--- src/rtl/bin_to_hexa_if.sv ---
// Nibble-in / display-views-out bundle for the hex digit converter.
// The producer drives en/x; the converter returns the three registered views.
interface bin_to_hexa_if;
  logic        en;
  logic [3:0]  x;
  logic [15:0] y;
  logic [6:0]  seg;
  logic [7:0]  ascii;
  logic        valid;

  modport master (output en, x, input y, seg, ascii, valid);
  modport slave  (input en, x, output y, seg, ascii, valid);
endinterface

--- src/rtl/bin_to_hexa.sv ---
// Registered 4-bit to hex-digit converter: one-hot decode, seven-segment glyph and
// ASCII character, all appearing one cycle after a capture strobe.
module bin_to_hexa #(
  parameter bit SEG_ACTIVE_LOW = 1'b0,
  parameter bit UPPERCASE      = 1'b1
) (
  input  logic          clk,
  input  logic          rst,
  bin_to_hexa_if.slave  bus
);

  // The "off" glyph follows the polarity so a reset display is dark either way.
  localparam logic [6:0] SEG_OFF = SEG_ACTIVE_LOW ? 7'h7F : 7'h00;

  function automatic logic [6:0] seg_glyph(input logic [3:0] n);
    logic [6:0] g;
    case (n)
      4'h0: g = 7'h3F;
      4'h1: g = 7'h06;
      4'h2: g = 7'h5B;
      4'h3: g = 7'h4F;
      4'h4: g = 7'h66;
      4'h5: g = 7'h6D;
      4'h6: g = 7'h7D;
      4'h7: g = 7'h07;
      4'h8: g = 7'h7F;
      4'h9: g = 7'h6F;
      4'hA: g = 7'h77;
      4'hB: g = 7'h7C;
      4'hC: g = 7'h39;
      4'hD: g = 7'h5E;
      4'hE: g = 7'h79;
      default: g = 7'h71;
    endcase
    return SEG_ACTIVE_LOW ? ~g : g;
  endfunction

  function automatic logic [7:0] ascii_char(input logic [3:0] n);
    logic [7:0] base;
    if (n < 4'd10) begin
      return 8'h30 + {4'h0, n};
    end
    base = UPPERCASE ? 8'h41 : 8'h61;
    return base + {4'h0, n} - 8'd10;
  endfunction

  logic [15:0] y_d, y_q;
  logic [6:0]  seg_d, seg_q;
  logic [7:0]  ascii_d, ascii_q;
  logic        valid_d, valid_q;

  always_comb begin
    y_d     = y_q;
    seg_d   = seg_q;
    ascii_d = ascii_q;
    valid_d = 1'b0;
    if (bus.en) begin
      y_d     = 16'd1 << bus.x;
      seg_d   = seg_glyph(bus.x);
      ascii_d = ascii_char(bus.x);
      valid_d = 1'b1;
    end
  end

  // Output register stage: reset wins over a same-cycle capture.
  always_ff @(posedge clk) begin
    if (rst) begin
      y_q     <= 16'h0000;
      seg_q   <= SEG_OFF;
      ascii_q <= 8'h00;
      valid_q <= 1'b0;
    end else begin
      y_q     <= y_d;
      seg_q   <= seg_d;
      ascii_q <= ascii_d;
      valid_q <= valid_d;
    end
  end

  assign bus.y     = y_q;
  assign bus.seg   = seg_q;
  assign bus.ascii = ascii_q;
  assign bus.valid = valid_q;

endmodule

--- src/flat_wrapper.sv ---
// flat-port wrapper written by rule: the top's interface ports become plain ports
module bin_to_hexa_flat 
#(
  parameter bit SEG_ACTIVE_LOW = 1'b0,
  parameter bit UPPERCASE      = 1'b1
)
  (clk, rst, bus_en, bus_x, bus_y, bus_seg, bus_ascii, bus_valid);
  bin_to_hexa_if bus_i ();
  input  logic clk;
  input  logic rst;
  input wire logic [$bits(bus_i.en)-1:0] bus_en;
  input wire logic [$bits(bus_i.x)-1:0] bus_x;
  output wire logic [$bits(bus_i.y)-1:0] bus_y;
  output wire logic [$bits(bus_i.seg)-1:0] bus_seg;
  output wire logic [$bits(bus_i.ascii)-1:0] bus_ascii;
  output wire logic [$bits(bus_i.valid)-1:0] bus_valid;
  assign bus_i.en = bus_en;
  assign bus_i.x = bus_x;
  assign bus_y = bus_i.y;
  assign bus_seg = bus_i.seg;
  assign bus_ascii = bus_i.ascii;
  assign bus_valid = bus_i.valid;
  bin_to_hexa #(.SEG_ACTIVE_LOW(SEG_ACTIVE_LOW), .UPPERCASE(UPPERCASE)) u_core (.clk(clk), .rst(rst), .bus(bus_i));
endmodule
--- config.mk ---
export PLATFORM = sky130hd
export DESIGN_NAME = bin_to_hexa_flat
export DESIGN_NICKNAME = d
export VERILOG_FILES = /design/src/rtl/bin_to_hexa_if.sv /design/src/rtl/bin_to_hexa.sv /design/src/flat_wrapper.sv
export SDC_FILE = /design/constraint.sdc
export NUM_CORES = 1
export LEC_CHECK = 0
export BUFFER_PORTS_ARGS = -buffer_cell sky130_fd_sc_hd__buf_4
export CAP_MARGIN = 0
export CORE_MARGIN = 3
export CORE_UTILIZATION = 50
export CTS_CLUSTER_DIAMETER = 150
export DETAILED_ROUTE_END_ITERATION = 12
export GPL_TIMING_DRIVEN = 0
export PLACE_DENSITY = 0.76
export SETUP_SLACK_MARGIN = 0.2
export SYNTH_ARGS = -nofsm -noshare
export SYNTH_HDL_FRONTEND = slang
export SYNTH_SLANG_ARGS = --single-unit
export TNS_END_PERCENT = 10
--- constraint.sdc ---
create_clock -name clk -period 1.4 [get_ports clk]
set_input_delay 0.07 -clock clk [delete_from_list [all_inputs] [get_ports clk]]
set_output_delay 0.07 -clock clk [all_outputs]
set_load 0.02 [all_outputs]
======== Word level (Yosys, flattened, before mapping) ========
Memory sizes are Yosys's and may differ from the RTL's. A register that Yosys moved wholly into a read port is not among the register bits.
Cells that the tools add are included.
storage, ports and cells
  register bits ........................... 25
  bits in read-only memories .............. 112
  input bits .............................. 7
  output and inout bits ................... 32
  memories ................................ 1
cells by class
  $add $sub $neg .......................... 3
  $lt $le $gt $ge ......................... 1
  shift operators ......................... 1
  multiplexer cells ....................... 5
memories
  memory            depth  width  rd ports  clocked after Yosys merged registers in  write ports  line               text
  (name not given)  16     7      1         1                                        0            bin_to_hexa.sv:17  case (n)
operators with widths
  operator                                                            number
  8-bit two-way mux                                                   2
  1-bit by 4-bit << shifter with 16-bit output, first input constant  1
  7-bit by 4-bit adder with 8-bit output, first input constant        1
  8-bit by 4-bit subtractor with 8-bit output, second input constant  1
  6-bit by 4-bit adder with 7-bit output, first input constant        1
  4-bit < comparator, second input constant                           1
  1-bit two-way mux                                                   3

======== Longest topological paths before layout ========
Gate-level depths: netlist (run 1).
  word-level depth ........................ 4
  gate-level depth with buffers ........... 6
  gate-level depth less buffers ........... 6

======== Worst setup path after synthesis (run 1) ========
OpenSTA, ideal clock, no wires.
  path kind ............................... input port to flip-flop
  from .................................... input bus_x[0]
  to ...................................... register u_core.ascii_q[2], in the netlist u_core.bus.ascii[2]
  library setup time ...................... 70 ps
  data arrival time ....................... 885 ps
  setup slack ............................. 446 ps
  stages .................................. 6
  buffers on the path ..................... 0
  cells stage by stage .................... inv_1 ha_1 ha_1 nand2_1 nand3_1 a21oi_1
on the way
  longest elaborated chain between the ends .. 4
  elaborated cells on any way between the ends .. 8
  those cells by class .................... add/sub: 3; order compare: 1; mux: 4
ends and longest elaborated chain
  item                                                                            line                text
  from (decl)                                                                     flat_wrapper.sv:12  input wire logic [$bits(bus_i.x)-1:0] bus_x;
  branches (longest 3 deep; another with 7-bit by 4-bit adder with 8-bit output)  -
  8-bit two-way mux *                                                             bin_to_hexa.sv:43   base = UPPERCASE ? 8'h41 : 8'h61;
  to (signal assigned)                                                            bin_to_hexa.sv:75   ascii_q <= ascii_d;
  to (decl)                                                                       bin_to_hexa.sv:49   logic [7:0] ascii_d, ascii_q;
Mark *: on every way between the ends. The select of a mux whose other input is x is not followed.
A chain may end at the register's enable or synchronous reset.

==> results of run 1 <==
## cells by family after synthesis
logic type,count (synthesis),synth area share
muxes,1,0.006601
AOI/OAI and AO/OA,44,0.1881
buffers and inverters,21,0.07838
other,1,0.002473
adders and majority gates,8,0.06601
DFF,31,0.4092
xor gates and xnor gates,1,0.005777
and+or+nand+nor,68,0.2434
## sequential cells by signal, summed over array words and instances (netlist names)
signal            cells
u_core.bus.valid      1
u_core.bus.y         16
u_core.bus.ascii      7
u_core.bus.seg        7
## power breakdown
part	leakage, nW	internal (mW)	switching (mW)
sequential	0.254	0.919	0.0179
combinational	0.536	0.150	0.205
clock	0.0386	0.295	0.310
## cell type report
cell class	instances	area, µm²	area share
timing repair buffer	38	287.8	0.1505
buffer	14	92.59	0.04843
tap	31	38.79	0.02029
multi-input combinational	123	777.0	0.4064
clock buffer	8	68.82	0.03599
inverter	7	26.28	0.01374
sequential	31	620.6	0.3246
## Yosys cell counts
cell and instances:
o22ai_1 1, a22o_1 1, nand2b_1 17, a211oi_2 1, and2_1 2, nor2_1 16, o21ai_0 1, buf_6 2
nand2_4 1, nand2_1 4, xnor2_1 1, o211ai_1 5, ha_1 8, a211oi_1 1, a31o_1 1, buf_4 5
clkbuf_1 2, o21ai_2 1, inv_1 6, conb_1 1, or2_1 1, o32ai_1 1, a31oi_1 4, mux2i_1 1
o21ai_1 2, dfxtp_1 31, a41oi_1 1, nor3b_1 1, and2b_1 1, inv_2 1, nand3_1 13, buf_2 5
and2_4 1, a21o_1 1, a311oi_1 4, nor2b_1 11, a21oi_1 19
## per-stage QoR
| stage | worst slack [ps] | power, mW | hold WS [ps] |
|---|---|---|---|
| 6_report | 385.0 | 1.898 | 59.91 |
| 5_1_grt | 285.7 | 1.994 | 65.53 |
| 4_1_cts | 362.6 | 1.909 | 65.23 |
| 3_5_place_dp | 147.3 | 1.310 | 309.4 |
| 3_3_place_gp | 187.0 | 1.302 | 306.4 |
| 2_1_floorplan | 445.7 | 1.183 | 175.8 |
## worst reg2reg max path, cell delays in order (launching register included)
cell      delay [ps]
dfxtp_1          340
nor2_1            50
a31o_1           190
a311oi_1         240
## path summary, 6_finish.rpt
check | end | slack (ps) | from | depth (start not counted)
min | u_core.bus.valid | 60 | bus_en | 2
max | u_core.bus.seg[0] | 390 | rst | 5
min reg2reg | u_core.bus.y[15] | 470 | u_core.bus.y[15] | 2
max reg2reg | u_core.bus.seg[1] | 490 | u_core.bus.seg[1] | 3
## metal layers
| metal | up-vias | global-route usage | part of all wire |
|---|---|---|---|
| li1 | 682 | - | - |
| met1 | 617 | 0.2835 | 0.44 |
| met2 | 53 | 0.3489 | 0.47 |
| met3 | 9 | 0.06709 | 0.071 |
| met4 | 0 | 0.09288 | 0.022 |
| met5 | - | 0 | 0 |
==> results.json, run 1 <==
{
  "insertion_delay_ps": 340,
  "ys_warn_count": 0,
  "grt_pass1_vias": 1353,
  "end_kind": "register",
  "area_delta_synth_final_pct": 26.07,
  "outcome": "completed",
  "n_antenna_cell": 0,
  "dieWidth_um": 61.07,
  "ctsHoldBuffers": 1,
  "ctsLongestPathBuffers": 2,
  "power_density_nw_per_um2": 992.9,
  "utilization": 0.6758,
  "final_layout_size_suffix_gt1_frac": 0.2760,
  "ys_ff_latch": 31,
  "ios": 39,
  "maxCapViolations": 0,
  "maxSlewViolCount": 0,
  "ys_seq_area_frac": 0.4092,
  "crit_chain": "dlygate4sd3_1 -> buf_4 -> nor2b_1 -> o211ai_1 -> o22ai_1",
  "core_area_um2": 2829,
  "cpLargestDelayFamily": "buffers and inverters",
  "period_share": 0.7250,
  "cp-start-kind": "input port",
  "grt_pass1_wl_um": 6065,
  "grt-ovfl-total": 0,
  "cts_resized": 0,
  "syn_avg_cell_area_um2": 8.665,
  "die-height_um": 61.07,
  "cpPeakStageDelay_ps": 530,
  "final_cell_mix": "buf_4, dfxtp_1, a21oi_1",
  "die-area_um2": 3730,
  "drcViolationCount": 0,
  "setup-tns-final_ps": 0,
  "routed_wl_um": 3645,
  "drt_iter0_drc": 62,
  "htree_levels": 2,
  "cts_setup_buffers": 0,
  "critPathArrivalTime_ps": 1280,
  "fin_nets": 235,
  "wl_per_cell_um": 14.46,
  "placed_area_um2": 1833,
  "crit_buf_inv": 2,
  "synth_top_area_share": 0.4092,
  "hold_violations": 0,
  "synthTopCellsByArea": "dfxtp_1, nand2b_1, ha_1, a21oi_1, nor2b_1",
  "cts_buffers": 5,
  "stdcell_area_um2": 1912,
  "timing.critical_path.required_ps": 1670,
  "timing.fmax_ghz": 0.9852,
  "postSynthCellCount": 175,
  "root_buffer": "clkbuf_4",
  "cts_tree": "done",
  "setup_viol": 0,
  "start_util": 0.5360,
  "crit_path_max_fanout": 4,
  "fill_cells": 250,
  "final_common_cell": "buf_4",
  "rsz0062_at_grt": "no",
  "p_leak_nw": 0.8281,
  "dp_hpwl_um": 2631,
  "numPortBuffers": 37,
  "synth_nets": 190,
  "cp_slowest_cell": "dlygate4sd3_1",
  "rows": 19,
  "gp_congestion": 0.8933,
  "instances_no_fill": 252,
  "grt_max_degree": 11,
  "worstSetupPathType": "in -> reg",
  "dp_cells": 243,
  "fin_worst_skew_ps": 0,
  "synth_top_area_cell": "dfxtp_1",
  "worstHoldPathType": "in -> reg",
  "vias_per_cell": 5.401,
  "ant_nets": 0,
  "peakVddDrop_mv": 0.7022,
  "antenna_found_initial": 0,
  "via_count": 1361,
  "cts_sinks": 31,
  "firstDrtPassIters": 4,
  "synth_cell_types": 37,
  "grt_use_total": 0.2221,
  "synth_area_um2": 1516,
  "clk_pin_slew_ps": 100,
  "min_period_ps": 1015
}
Power figures use the tool's default switching activity.
==> run 2, diff against run 1 <==
Settings changed: CORE_UTILIZATION 50 to 47, PLACE_DENSITY 0.76 to 0.75.
Clock period 1.4 ns to 0.85 ns, I/O delays scaled along.
==> results.json, run 2 (synthesis results as in run 1) <==
{
  "grt_pass1_wl_um": 6237,
  "drcViolationCount": 0,
  "min_period_ps": 853.1,
  "grt_use_total": 0.2008,
  "crit_chain": "buf_6",
  "cp_slowest_cell": "dfxtp_2",
  "whs_ps": -71.34,
  "largest_reg_flops": 16,
  "grt_max_degree": 11,
  "hold_violations": 1,
  "die-height_um": 62.80,
  "power_density_nw_per_um2": 1561,
  "power_frac_comb": 0.199,
  "dieWidth_um": 62.80,
  "final_layout_size_suffix_gt1_frac": 0.4932,
  "peakVddDrop_mv": 1.251,
  "wl_per_cell_um": 14.37,
  "cpPeakStageDelay_ps": 360,
  "timing.fmax_ghz": 1.172,
  "cpLargestDelayFamily": "flip-flops",
  "crit_buf_inv": 1,
  "setup_viol": 2,
  "antenna_found_initial": 0,
  "fin_worst_skew_ps": 0,
  "period_share": 1.004,
  "via_count": 1387,
  "final_cell_mix": "buf_6, dfxtp_2, nand2b_1, a21oi_1, nor2_1",
  "numPortBuffers": 37,
  "seqPwrFrac": 0.452,
  "dp_hpwl_um": 2650,
  "root_buffer": "clkbuf_4",
  "clk_pin_slew_ps": 100,
  "clockPowerShare": 0.349,
  "htree_levels": 2,
  "timing.critical_path.required_ps": 810,
  "grt-ovfl-total": 0,
  "end_kind": "output port",
  "fin_nets": 235,
  "insertion_delay_ps": 330,
  "grt_pass1_vias": 1334,
  "ant_nets": 0,
  "placed_area_um2": 1914,
  "critPathArrivalTime_ps": 810,
  "rows": 19,
  "switching_share": 0.2677,
  "p_leak_nw": 0.8909,
  "power_switching_mw": 0.9288,
  "rsz0062_at_grt": "yes",
  "gp_congestion": 0.8949,
  "maxSlewViolCount": 0,
  "cp-start-kind": "register",
  "setup-tns-final_ps": -4.523,
  "cts_tree": "done",
  "firstDrtPassIters": 4,
  "maxCapViolations": 0,
  "die-area_um2": 3944,
  "cts_buffers": 5,
  "n_antenna_cell": 0,
  "worstSetupPathType": "reg -> out",
  "start_util": 0.5186,
  "finalWorstSetupSlack_ps": -3.079,
  "cts_sinks": 31,
  "final_common_cell": "buf_6",
  "drt_iter0_drc": 55,
  "routed_wl_um": 3780,
  "intPower_mw": 2.541,
  "area_delta_synth_final_pct": 46.62,
  "core_area_um2": 2924,
  "outcome": "complete, but fails checks",
  "ctsLongestPathBuffers": 2,
  "stdcell_area_um2": 2223,
  "crit_path_max_fanout": 2,
  "worstHoldPathType": "in -> reg",
  "ios": 39,
  "vias_per_cell": 5.274,
  "violations": "hold timing, setup timing"
}
[run 2: cell type report]
cell class / instances / area, µm²
sequential: 31 / 661.9
multi-input combinational: 123 / 867.1
buffer: 14 / 96.34
fill: 208 / 700.7
inverter: 7 / 46.29
clock inverter: 2 / 35.03
clock buffer: 6 / 51.30
timing repair buffer: 38 / 412.9
tap: 42 / 52.55
[run 2: through the flow]
stage	hold slack [ps]	total power, mW	util	setup WS (ps)	cells
final	-71.34	3.470	0.7604	-3.079	263
after global placement	273.3	2.181	0.6547	-281.8	254
after floorplan	148.3	1.973	-	25.47	175
after CTS	-83.75	3.476	0.7428	-42.49	263
after global routing	-90.13	3.644	0.7604	-57.66	263
after detailed placement	276.8	2.193	0.6547	-306.0	254
[run 2: power groups by stage]
stage          combinational, mW  clock (mW)  sequential [mW]
2_1_floorplan              0.318           0             1.66
3_3_place_gp               0.605           0             1.58
3_5_place_dp               0.611           0             1.58
4_1_cts                    0.662        1.25             1.57
5_1_grt                    0.741        1.33             1.58
6_report                   0.691        1.21             1.57
[run 2: layer usage]
layer / routed length (µm) / track usage / vias up
met5: 0 / 0 / -
met4: 61 / 0.04959 / 0
met3: 258 / 0.07914 / 8
met2: 1812 / 0.3236 / 50
met1: 1647 / 0.2500 / 642
li1: - / - / 687
[run 2: repair_timing]
action | in CTS | in global routing
buffers inserted | 1 | 0
hold endpoints to repair | 1 | 1
setup endpoints to repair | 47 | 49
resized for setup | 61 | 11
pin swaps | 10 | 12
[run 2: path summary, 6_finish.rpt]
kind	cells after the start	endpoint	startpoint	slack, ps
min	2	u_core.bus.valid	rst	-70
min reg2reg	2	u_core.bus.y[8]	u_core.bus.y[8]	480
max	1	bus_ascii[1]	u_core.bus.ascii[1]	-3
max reg2reg	3	u_core.bus.seg[1]	u_core.bus.seg[1]	10
